===== src/rtl/ipf_wb_packer.sv =====
// ipf_wb_packer: packs the IPF per-pixel output stream into 32-bit words
// with byte enables. The words are queued in a FIFO and drained to frame
// memory over a req/ack handshake. The IPF cannot be stalled, so a word that
// arrives at a full FIFO is dropped and overflow is raised (sticky).
// Optional build macro IPF_WB_STATS_EN adds a saturating accepted-word
// counter on output word_cnt.
module ipf_wb_packer #(
    parameter int FIFO_DEPTH = 8
) (
    input  logic        clk,
    input  logic        reset_n,
    input  logic        in_en,
    input  logic [7:0]  din,
    input  logic [13:0] din_addr,
    input  logic        in_finish,
    output logic        wr_req,
    output logic [11:0] wr_addr,
    output logic [31:0] wr_data,
    output logic [3:0]  wr_be,
    input  logic        wr_ack,
    output logic        overflow,
    output logic        done
`ifdef IPF_WB_STATS_EN
    ,
    output logic [15:0] word_cnt
`endif
);

    localparam int AW = (FIFO_DEPTH > 1) ? $clog2(FIFO_DEPTH) : 1;
    localparam int CW = AW + 1;

    typedef enum logic [1:0] {S_RUN, S_FLUSH, S_DONE} state_t;

    state_t      state;
    logic [11:0] pk_addr;
    logic [31:0] pk_data;
    logic [3:0]  pk_be;
    logic        pk_valid;
    logic        pk_full;
    logic [1:0]  hi_lane;
    logic [1:0]  pix_lane;
    logic [11:0] pix_word;
    logic        take;
    logic        belongs;
    logic        push;
    logic        pop;
    logic        fifo_full;
    logic        push_ok;
    logic [47:0] mem [FIFO_DEPTH];
    logic [47:0] head;
    logic [AW-1:0] wr_ptr;
    logic [AW-1:0] rd_ptr;
    logic [CW-1:0] count;

    assign pix_lane = din_addr[1:0];
    assign pix_word = din_addr[13:2];
    assign take     = (state == S_RUN) && in_en;

    // Highest lane already written into the pack; lanes must ascend to merge.
    always_comb begin
        hi_lane = 2'd0;
        for (int k = 0; k < 4; k++)
            if (pk_be[k]) hi_lane = 2'(k);
    end

    assign belongs = pk_valid && !pk_full && (pix_word == pk_addr) && (pix_lane > hi_lane);

    // RUN pushes a full pack, or one closed by a non-belonging pixel;
    // FLUSH pushes whatever pack is left, exactly once.
    always_comb begin
        push = 1'b0;
        if (state == S_RUN)
            push = pk_full || (in_en && pk_valid && !belongs);
        else if (state == S_FLUSH)
            push = pk_valid;
    end

    // Pack register: merge into the open word or start a new one.
    always_ff @(posedge clk or negedge reset_n) begin
        if (!reset_n) begin
            pk_addr  <= '0;
            pk_data  <= '0;
            pk_be    <= '0;
            pk_valid <= 1'b0;
            pk_full  <= 1'b0;
        end else if (take) begin
            if (belongs) begin
                pk_data[{pix_lane, 3'b000} +: 8] <= din;
                pk_be[pix_lane]                  <= 1'b1;
            end else begin
                pk_addr  <= pix_word;
                pk_data  <= 32'(din) << {pix_lane, 3'b000};
                pk_be    <= 4'b0001 << pix_lane;
                pk_valid <= 1'b1;
            end
            pk_full <= (pix_lane == 2'd3);
        end else if (push) begin
            pk_valid <= 1'b0;
            pk_full  <= 1'b0;
        end
    end

    // Control FSM; done is registered and never drops until reset.
    always_ff @(posedge clk or negedge reset_n) begin
        if (!reset_n) begin
            state <= S_RUN;
            done  <= 1'b0;
        end else begin
            case (state)
                S_RUN:
                    if (in_finish) state <= S_FLUSH;
                S_FLUSH:
                    if (!pk_valid && (count == '0)) begin
                        state <= S_DONE;
                        done  <= 1'b1;
                    end
                default: done <= 1'b1;
            endcase
        end
    end

    assign fifo_full = (count == CW'(FIFO_DEPTH));
    assign pop       = wr_req && wr_ack;
    // A pop frees the slot in the same edge, so full+pop still accepts.
    assign push_ok   = push && (!fifo_full || pop);

    // FIFO storage; contents are never observed while empty, so no reset.
    always_ff @(posedge clk) begin
        if (push_ok) mem[wr_ptr] <= {pk_addr, pk_data, pk_be};
    end

    // FIFO pointers, occupancy and the sticky drop flag.
    always_ff @(posedge clk or negedge reset_n) begin
        if (!reset_n) begin
            wr_ptr   <= '0;
            rd_ptr   <= '0;
            count    <= '0;
            overflow <= 1'b0;
        end else begin
            if (push_ok) wr_ptr <= wr_ptr + 1'b1;
            if (pop)     rd_ptr <= rd_ptr + 1'b1;
            count <= count + CW'(push_ok) - CW'(pop);
            if (push && !push_ok) overflow <= 1'b1;
        end
    end

    // Head is presented combinationally and forced to zero while empty.
    assign head    = mem[rd_ptr];
    assign wr_req  = (count != '0);
    assign wr_addr = wr_req ? head[47:36] : 12'd0;
    assign wr_data = wr_req ? head[35:4]  : 32'd0;
    assign wr_be   = wr_req ? head[3:0]   : 4'd0;

`ifdef IPF_WB_STATS_EN
    // Saturating count of words accepted by memory.
    always_ff @(posedge clk or negedge reset_n) begin
        if (!reset_n)
            word_cnt <= '0;
        else if (pop && (word_cnt != 16'hFFFF))
            word_cnt <= word_cnt + 16'd1;
    end
`endif

endmodule


===== config.mk =====
export PLATFORM = sky130hd
export DESIGN_NAME = ipf_wb_packer
export DESIGN_NICKNAME = d
export VERILOG_FILES = /design/src/rtl/ipf_wb_packer.sv
export SDC_FILE = /design/constraint.sdc
export NUM_CORES = 1
export LEC_CHECK = 0
export CORE_MARGIN = 4
export CORE_UTILIZATION = 54
export DETAILED_ROUTE_END_ITERATION = 12
export HOLD_SLACK_MARGIN = 0.02
export PLACE_DENSITY_LB_ADDON = 0.15
export REMOVE_ABC_BUFFERS = 1
export SYNTH_ARGS = -nofsm -noshare
export SYNTH_HDL_FRONTEND = slang
export SYNTH_SLANG_ARGS = --single-unit
export TNS_END_PERCENT = 50

===== constraint.sdc =====
create_clock -name clk -period 6.7 [get_ports clk]
set_input_delay 0.67 -clock clk [delete_from_list [all_inputs] [get_ports clk]]
set_output_delay 0.67 -clock clk [all_outputs]
set_load 0.02 [all_outputs]

# --- Yosys cells after proc, flatten, opt, wreduce, memory -nomap -nowiden ---
# Memories as Yosys holds them, arrays and structs flattened.
# Index checks and enable logic that the tools add are counted.
classes:
  add_sub_neg: 5
  magnitude_cmp: 3
  eq_ne: 7
  n_shift: 4
  n_mux: 24
  bitwise: 3
  n_reduce_logical: 27
ops:
  columns: ["cell", "n"]
  rows:
  - ["two-way mux 32 bit", 2]
  - ["bitwise mux 32 bit", 1]
  - ["variable shift 8 x 7 -> 32 bit (first input constant)", 1]
  - ["variable part select 8 x 7 -> 32 bit", 1]
  - ["left shift 8 x 5 -> 32 bit", 1]
  - ["equality test 12 bit", 1]
  - ["two-way mux 12 bit", 1]
  - ["logical AND 1 bit", 11]
  - ["two-way mux 1 bit", 11]
  - ["two-way mux 2 bit", 4]
  - ["two-way mux 4 bit", 2]
  - ["negation 5 -> 7 bit", 1]
  - ["adder 3 x 1 -> 3 bit (second input constant)", 2]
  - ["AND reduction 2 bit", 3]
  - ["zero test 1 bit", 5]
  - ["adder 4 x 1 -> 4 bit", 1]
  - ["equality test 4 bit (second input constant)", 1]
  - ["zero test 4 bit", 1]
  - ["inequality test 2 bit (second input constant)", 2]
  - ["OR 4 bit", 1]
  - ["one-hot mux 2 bit (2 select lines)", 1]
  - ["nonzero test 2 bit", 2]
  - ["nonzero test 4 bit", 1]
  - ["left shift 1 x 2 -> 4 bit (first input constant)", 1]
  - ["13 further kinds", 15]
word_totals:
  regBits: 64
  ramBits: 384
  inputBits: 27
  output_inout_bits: 51
  word_cells: 85
  mem_count: 1
memory_table:
  columns: ["name", "words", "word_bits", "rd", "rd_clocked_by_memory_dff", "write_ports", "line", "rtl"]
  rows:
  - ["mem", 8, 48, 1, 0, 1, "49", "logic [47:0] mem [FIFO_DEPTH];"]

# --- Depth between registers and ports, before layout ---
# Gate-level depths: netlist of the first run.
depth:
  depth_word: 12
  mapped_depth: 14
  depth_no_buf: 12

# --- Worst setup path before layout of the first run ---
# OpenSTA, ideal clock, no wires.
synth_path:
  path_type: "input-to-reg"
  startpoint: "in din_addr[1]"
  endpoint: "mem mem[1][0], enable pin"
  setup_ps: 590
  arrival_time_ps: 6841
  required_time_ps: 6110
  setup_slack_ps: -731
  path_stages: 8
  n_path_buf: 2
  path_cell_list: "ha_1 -> nor2b_1 -> o2111ai_1 -> or4_4 -> buf_6 -> a31oi_1 -> buf_4 -> nor4b_1"
synth_between:
  elab_chain_cells: 9
synth_lines:
  columns: ["item", "line", "rtl"]
  rows:
  - ["start, declared", "14", "input logic [13:0] din_addr,"]
  - ["> comparator 2 bit", "66", "assign belongs = pk_valid && !pk_full && (pix_word == pk_addr) && (pix_lane > hi_lane);"]
  - ["logical AND 1 bit", "66", null]
  - ["zero test 1 bit", "73", "push = pk_full || (in_en && pk_valid && !belongs);"]
  - ["logical AND 1 bit", "73", null]
  - ["logical OR 1 bit", "73", null]
  - ["two-way mux 1 bit", "72", "if (state == S_RUN)"]
  - ["logical AND 1 bit", "125", "assign push_ok = push && (!fifo_full || pop);"]
  - ["two-way mux 1 bit", "129", "if (push_ok) mem[wr_ptr] <= {pk_addr, pk_data, pk_be};"]
  - ["two-way mux 1 bit (not written as such)", "129", null]
  - ["end, declared", "49", null]
# Every way passes these cells.

# --- Worst setup path in the final report of the first run ---
layout_path:
  startpoint: "reg rd_ptr[0]"
  endpoint: "out wr_data[18]"
layout_between:
  elab_chain_cells: 2
layout_lines:
  columns: ["item", "line", "rtl"]
  rows:
  - ["start, declared", "52", "logic [AW-1:0] rd_ptr;"]
  - ["start signal, assigned", "141", "if (pop) rd_ptr <= rd_ptr + 1'b1;"]
  - ["memory read (8 x 48 bit)", null, null]
  - ["two-way mux 32 bit", "151", "assign wr_data = wr_req ? head[35:4] : 32'd0;"]
  - ["end, declared", "18", "output logic [31:0] wr_data,"]
# Every way passes these cells.

==> reports/results.txt, run 1 <==
status: completed
Detailed Routing Iterations Pass 1: 5
Avg WL per Cell: 23.28 um
CTS resizes: 0
Area contributors post-synth: edfxtp_1 (66%), mux4_2 (12%), dfrtp_1 (9.1%)
crit path max fanout: 48
Die X: 188.5 um
Boundary Pins: 78
Rows: 65
total power: 0.009045 W
leakage: 7.035 nW
global-route met2 utilization: 0.3117
Clock transition at path regs: 60 ps
post-route setup TNS: 0 ps
most frequent cell after synthesis: edfxtp_1
hpwl dp: 18990 um
number of global-route vias before repair: 8642
post-layout net count: 1008
global route overflow: 0
final WL: 33450 um
Crit. End Element: primary output
number of max-slew violations in the final report: 0
initial DRC count: 661
GR met3 Demand/Resource: 0.02983
Synth Register Bits: 448
core area: 0.03188 mm2
commonest cells in the netlist: edfxtp_1 (384), mux4_2 (96), dfrtp_1 (64)
relative slew slack: 0.2446
vias post-DR: 8281
mux contribution to synthesized area: 0.1648
Max VDD drop: 0.4113 mV
initial antenna violation count: 0
cell accounting for the most synthesized area: edfxtp_1
dpl ws: 2145 ps
synth-to-layout area growth: 15.63%
Root Buffer: clkbuf_16
number of synthesis warnings: 0
Fin Clk Skew: 19.04 ps
CP Launch Type: flip-flop
Least-Margin Pin Slew: 1126 ps
GR Util All Layers: 0.1922
critical path data arrival time: 3600 ps
Num Clock Sinks: 448
Tmin final: 4272 ps
register area share after synthesis: 0.7467
PwrDens: 444.7 mW/mm2
final non-filler cell total: 1437
fraction of registers with async set/reset: 0.1429
critical path class: reg -> out
# diodes: 0
Final WS setup: 2428 ps
M1 GR Usage: 0.2817
total CTS buffers: 44
busiest grt layer: met2
EDFF count, synth: 384
first-pass GRT wire length: 52250 um
min-delay worst type: in -> async
GPL Wtd Cong: 0.7805
RSZ-0062 raised after global routing: no
crit share post-route: 0.6376
die area: 0.03552 mm2
placed cells: 1355
final setup vio count: 0
ratio of cells with drive above 1 in the final layout: 0.2375
final number of hold-violating endpoints: 0
Fmax: 0.2341 GHz
cell area after synthesis: 0.01759 mm2
syn avg cell area: 20.33 um2
number of post-CTS setup repair buffers: 0
largest family of logic cells by synthesized area: multiplexers
chip height: 188.5 um
Detail Route Antenna Nets: 0
Synth Area in Compound Gates: 0.02561
Avg Vias per Cell: 5.763
Mapped Cells: 865
largest net degree at the start of global routing: 65
area share of and/or/nand/nor cells after synthesis: 0.02917
TritonCTS clock tree: built
CP required: 6030 ps
Starting Density: 0.5517
Synth Area in XOR/XNOR: 0.008466
count of input and output buffers: 77
CTS Hold Bufs: 0
H-tree lvl count: 2
Clock Path Buffers: 3
Clock Latency Late Sink: 540 ps
adder-cell share of the synthesized area: 0.01110
Unique masters post-synth: 47
maxcap violations: 0
drt drc: 0
share of the synthesized area in the top cell type: 0.6556
Post-synth top flop: edfxtp_1
fillers: 2199
## metrics by stage
step	instance area (um2)	utilization	hold slack, ps
after floorplan	17390	-	374.4
after global placement	18910	0.5933	458.4
after detailed placement	18910	0.5933	475.5
after CTS	20340	0.6379	358.1
after global routing	20340	0.6379	409.4
final	20340	0.6379	335.0
## per-layer routing
metal | share of wire | wire [um] | vias to the layer above
li1 | - | - | 3700
met1 | 0.44 | 14770 | 4324
met2 | 0.49 | 16430 | 215
met3 | 0.048 | 1593 | 42
met4 | 0.020 | 661 | 0
met5 | 0 | 0 | -
## cell families (layout without fill, tap and decap cells)
logic type	count (synthesis)	count (layout)
flops	448	448
mux	164	164
xor+xnor	17	17
simple gates	108	108
fa+ha+maj	15	15
buf+inv	57	194
compound gates	56	56
## critical path, cell delays in order (launching register included)
cell and delay [ps]:
dfrtp_4 1040, buf_4 590, mux4_2 590, mux2i_1 180
nor2_1 60, clkdlybuf4s50_1 550
## cell usage in the layout (no fill, tap or decap), drive strengths merged, types with 14 or more instances in the layout
cell type,instances
a22o,34
buf,21
clkbuf,57
clkdlybuf4s50,76
clkinv,15
dfrtp,64
edfxtp,384
ha,14
inv,18
mux2,17
mux2i,51
mux4,96
nand2,15
nor2,58
xnor2,14
## state kept, by name, summed over array words and instances, names as in the netlist
register,cells
rd_ptr,3
overflow,1
pk_be,4
pk_addr,12
pk_valid,1
done,1
pk_data,32
pk_full,1
mem,384
count,4
state,2
wr_ptr,3
## cell type report
type	instances	area [um2]	share of cell area
clock inverter	25	221.5	0.01089
timing repair buffer	97	915.9	0.04504
inverter	15	56.30	0.002769
sequential	448	13140	0.6463
multi-input combinational	360	4254	0.2092
tap	435	544.3	0.02676
clock buffer	57	1201	0.05906
## worst paths after layout
check / to / depth (start not counted) / slack, ps / from
min: pk_addr[7] / 2 / 330 / reset_n
max in group asynchronous: rd_ptr[2] / 2 / 5700 / reset_n
min in group clk: overflow / 1 / 510 / overflow
min reg2reg: overflow / 1 / 510 / overflow
max reg2reg: mem[5][42] / 9 / 2830 / pk_be[2]
max: wr_data[18] / 5 / 2430 / rd_ptr[0]
## where the power goes
group | leakage, nW | switching (W) | total [W] | internal (W)
combinational | 2.02 | 0.00109 | 0.00246 | 0.00138
sequential | 4.32 | 0.000650 | 0.00420 | 0.00355
clock | 0.695 | 0.000991 | 0.00238 | 0.00139
No activity file was read; power rests on OpenSTA's default activity.
==> run 2, diff against run 1 <==
CORE_UTILIZATION = 60   (was 54)
clock period = 4.15 ns   (was 6.7 ns; I/O delays follow)
==> run 2 against run 1 <==
Net effect:
- final area about the same
- final cell count down 3.3%
- global-route usage up 3.0 points
- sequential share of layout area about the same
- clock power up 60%
- non-clock buffer count up 6
- combinational power up 76%
- wire length up 2.4%
- critical path depth unchanged
- hold slack worse by 320 ps
- clock skew up 3.2 ps
- sequential power up 55%
- largest cell class unchanged
==> reports/results.txt, run 2 (synthesized netlist as in run 1, its figures left out) <==
CP required: 3730 ps (-2300 ps)
Detailed Routing Iterations Pass 1: 5 (unchanged)
final WL: 34250 um (+2.4%)
number of global-route vias before repair: 9102 (+5.3%)
total CTS buffers: 43 (-2.3%)
initial DRC count: 764 (+16%)
# diodes: 0 (unchanged)
Reg power frac: 0.444 (-0.020)
critical path class: reg -> out
slowest CP cell: dfrtp_4
Avg Vias per Cell: 6.137 (+6.5%)
Num Clock Sinks: 448 (unchanged)
GR met3 Demand/Resource: 0.02973 (-0.00009157)
fin area: 0.02034 mm2 (about the same)
R2R depth: 9 (unchanged)
hpwl dp: 20590 um (+8.4%)
post-layout net count: 1013 (+0.50%)
Buf+Inv Stages, Crit Path: 2 (unchanged)
Fin Clk Skew: 22.25 ps (+3.213 ps)
busiest grt layer: met2
Crit path max-delay family: buffers and inverters
status: completed
Crit path depth: 5 (unchanged)
largest net degree at the start of global routing: 49 (-25%)
relative slew slack: 0.3955 (+0.1509)
Crit. End Element: primary output
first-pass GRT wire length: 53540 um (+2.5%)
PwrDens: 719.5 mW/mm2 (+62%)
top flop regs: mem (384), pk_data (32), pk_addr (12)
Final Util: 0.7069 (+0.06898)
leakage: 7.068 nW (+0.48%)
M1 GR Usage: 0.3197 (+0.03802)
die area: 0.03212 mm2 (-9.6%)
largest register by flop count: mem
GR Util All Layers: 0.2223 (+0.03003)
Crit path largest cell delay: 670 ps (-370 ps)
Clock Path Buffers: 3 (unchanged)
power share of the clock group: 0.260 (-0.003)
Root Buffer: clkbuf_16
Tmin final: 3506 ps
final number of hold-violating endpoints: 0 (unchanged)
CTS resizes: 0 (unchanged)
Rows: 62 (-4.6%)
placed cell area: 0.01896 mm2 (+0.22%)
Avg WL per Cell: 24.64 um (+5.9%)
chip height: 179.2 um (-4.9%)
crit share post-route: 0.8447
synth-to-layout area growth: 15.67% (about the same)
CP Launch Type: flip-flop
initial antenna violation count: 0 (unchanged)
Gate power share: 0.296 (+0.024)
number of max-slew violations in the final report: 0 (unchanged)
internal power: 0.01024 W (+62%)
count of input and output buffers: 77 (unchanged)
Least-Margin Pin Slew: 906.7 ps (-218.8 ps)
Starting Density: 0.6111 (+0.05943)
H-tree lvl count: 2 (unchanged)
ratio of cells with drive above 1 in the final layout: 0.2356 (-0.001938)
crit path max fanout: 46 (-4.2%)
final non-filler cell total: 1390 (-3.3%)
RSZ-0062 raised after global routing: no
Detail Route Antenna Nets: 0 (unchanged)
global-route met2 utilization: 0.3703 (+0.05867)
switching portion of total power: 0.3001 (-0.001616)
critical path data arrival time: 3090 ps (-510 ps)
Die X: 179.2 um (-4.9%)
Clock transition at path regs: 60 ps (about the same)
drt drc: 0 (unchanged)
Clock Latency Late Sink: 540 ps (about the same)
Boundary Pins: 78 (unchanged)
global route overflow: 0 (unchanged)
reported net switching power: 0.004393 W (+61%)
final setup vio count: 0 (unchanged)
number of post-CTS setup repair buffers: 0 (unchanged)
max FFs per register: 384 (unchanged)
commonest non-fill, non-tap cells in the layout: edfxtp_1 (384), mux4_2 (96), clkdlybuf4s50_1 (76)
vias post-DR: 8530 (+3.0%)
GPL Wtd Cong: 0.8086 (+3.6%)
TritonCTS clock tree: built
core area: 0.02878 mm2 (-9.7%)
commonest non-fill, non-tap cell in the layout: edfxtp_1
maxcap violations: 0 (unchanged)
Max VDD drop: 0.4622 mV (+12%)
Fmax: 0.2853 GHz
CTS Hold Bufs: 0 (unchanged)
min-delay worst type: in -> async
CP Cell Sequence: buf_12 -> mux4_2 -> mux2i_1 -> nor2_1 -> clkdlybuf4s50_1
placed cells: 1310 (-3.3%)
## run 2: metrics by stage
step	hold slack (ps)	worst slack [ps]	TNS, ps	total power [W]
after floorplan	119.4	-3115	-1040550	0.009368
after global placement	461.3	686.2	0	0.01083
after detailed placement	463.2	527.4	0	0.01099
after CTS	26.82	573.9	0	0.01479
after global routing	84.56	463.8	0	0.01535
final	18.37	644.5	0	0.01464
## run 2: final timing paths
path | start | end | slack (ps)
worst max-delay path | rd_ptr[0] | wr_data[14] | 640
worst min-delay path | reset_n | pk_addr[4] | 20
worst max register to register | pk_be[2] | mem[7][29] | 940
worst min register to register | done | done | 480
max in group asynchronous | reset_n | rd_ptr[0] | 3170
min in group clk | done | done | 480
## run 2: area by class of cell
| class | count | area (um2) |
|---|---|---|
| Timing Repair Buffer | 103 | 1023 |
| Fill cell | 1705 | 8436 |
| Multi-Input combinational cell | 360 | 4254 |
| Clock buffer | 63 | 1191 |
| Clock inverter | 17 | 197.7 |
| Tap cell | 384 | 480.5 |
| Sequential cell | 448 | 13140 |
| Inverter | 15 | 56.30 |
## run 2: power groups by stage
stage / Sequential [W] / Combinational [W] / Clock [W]
6_report: 0.00649 / 0.00434 / 0.00380
5_1_grt: 0.00659 / 0.00469 / 0.00407
4_1_cts: 0.00650 / 0.00443 / 0.00387
3_5_place_dp: 0.00659 / 0.00440 / 0
3_3_place_gp: 0.00651 / 0.00432 / 0
2_1_floorplan: 0.00663 / 0.00274 / 0
## run 2: layer usage
layer,up-vias,share of wire
li1,3705,-
met1,4498,0.41
met2,288,0.52
met3,39,0.055
met4,0,0.016
met5,-,0
## run 2: worst reg2reg max path, delay by kind of cell, from the launching register on
family	cells	cell delay (ps)
adder cells (fa/ha/maj)	1	310
AO/OA/AOI/OAI	2	380
AND/OR/NAND/NOR	4	990
flip-flops	1	530
buffers and inverters	2	640
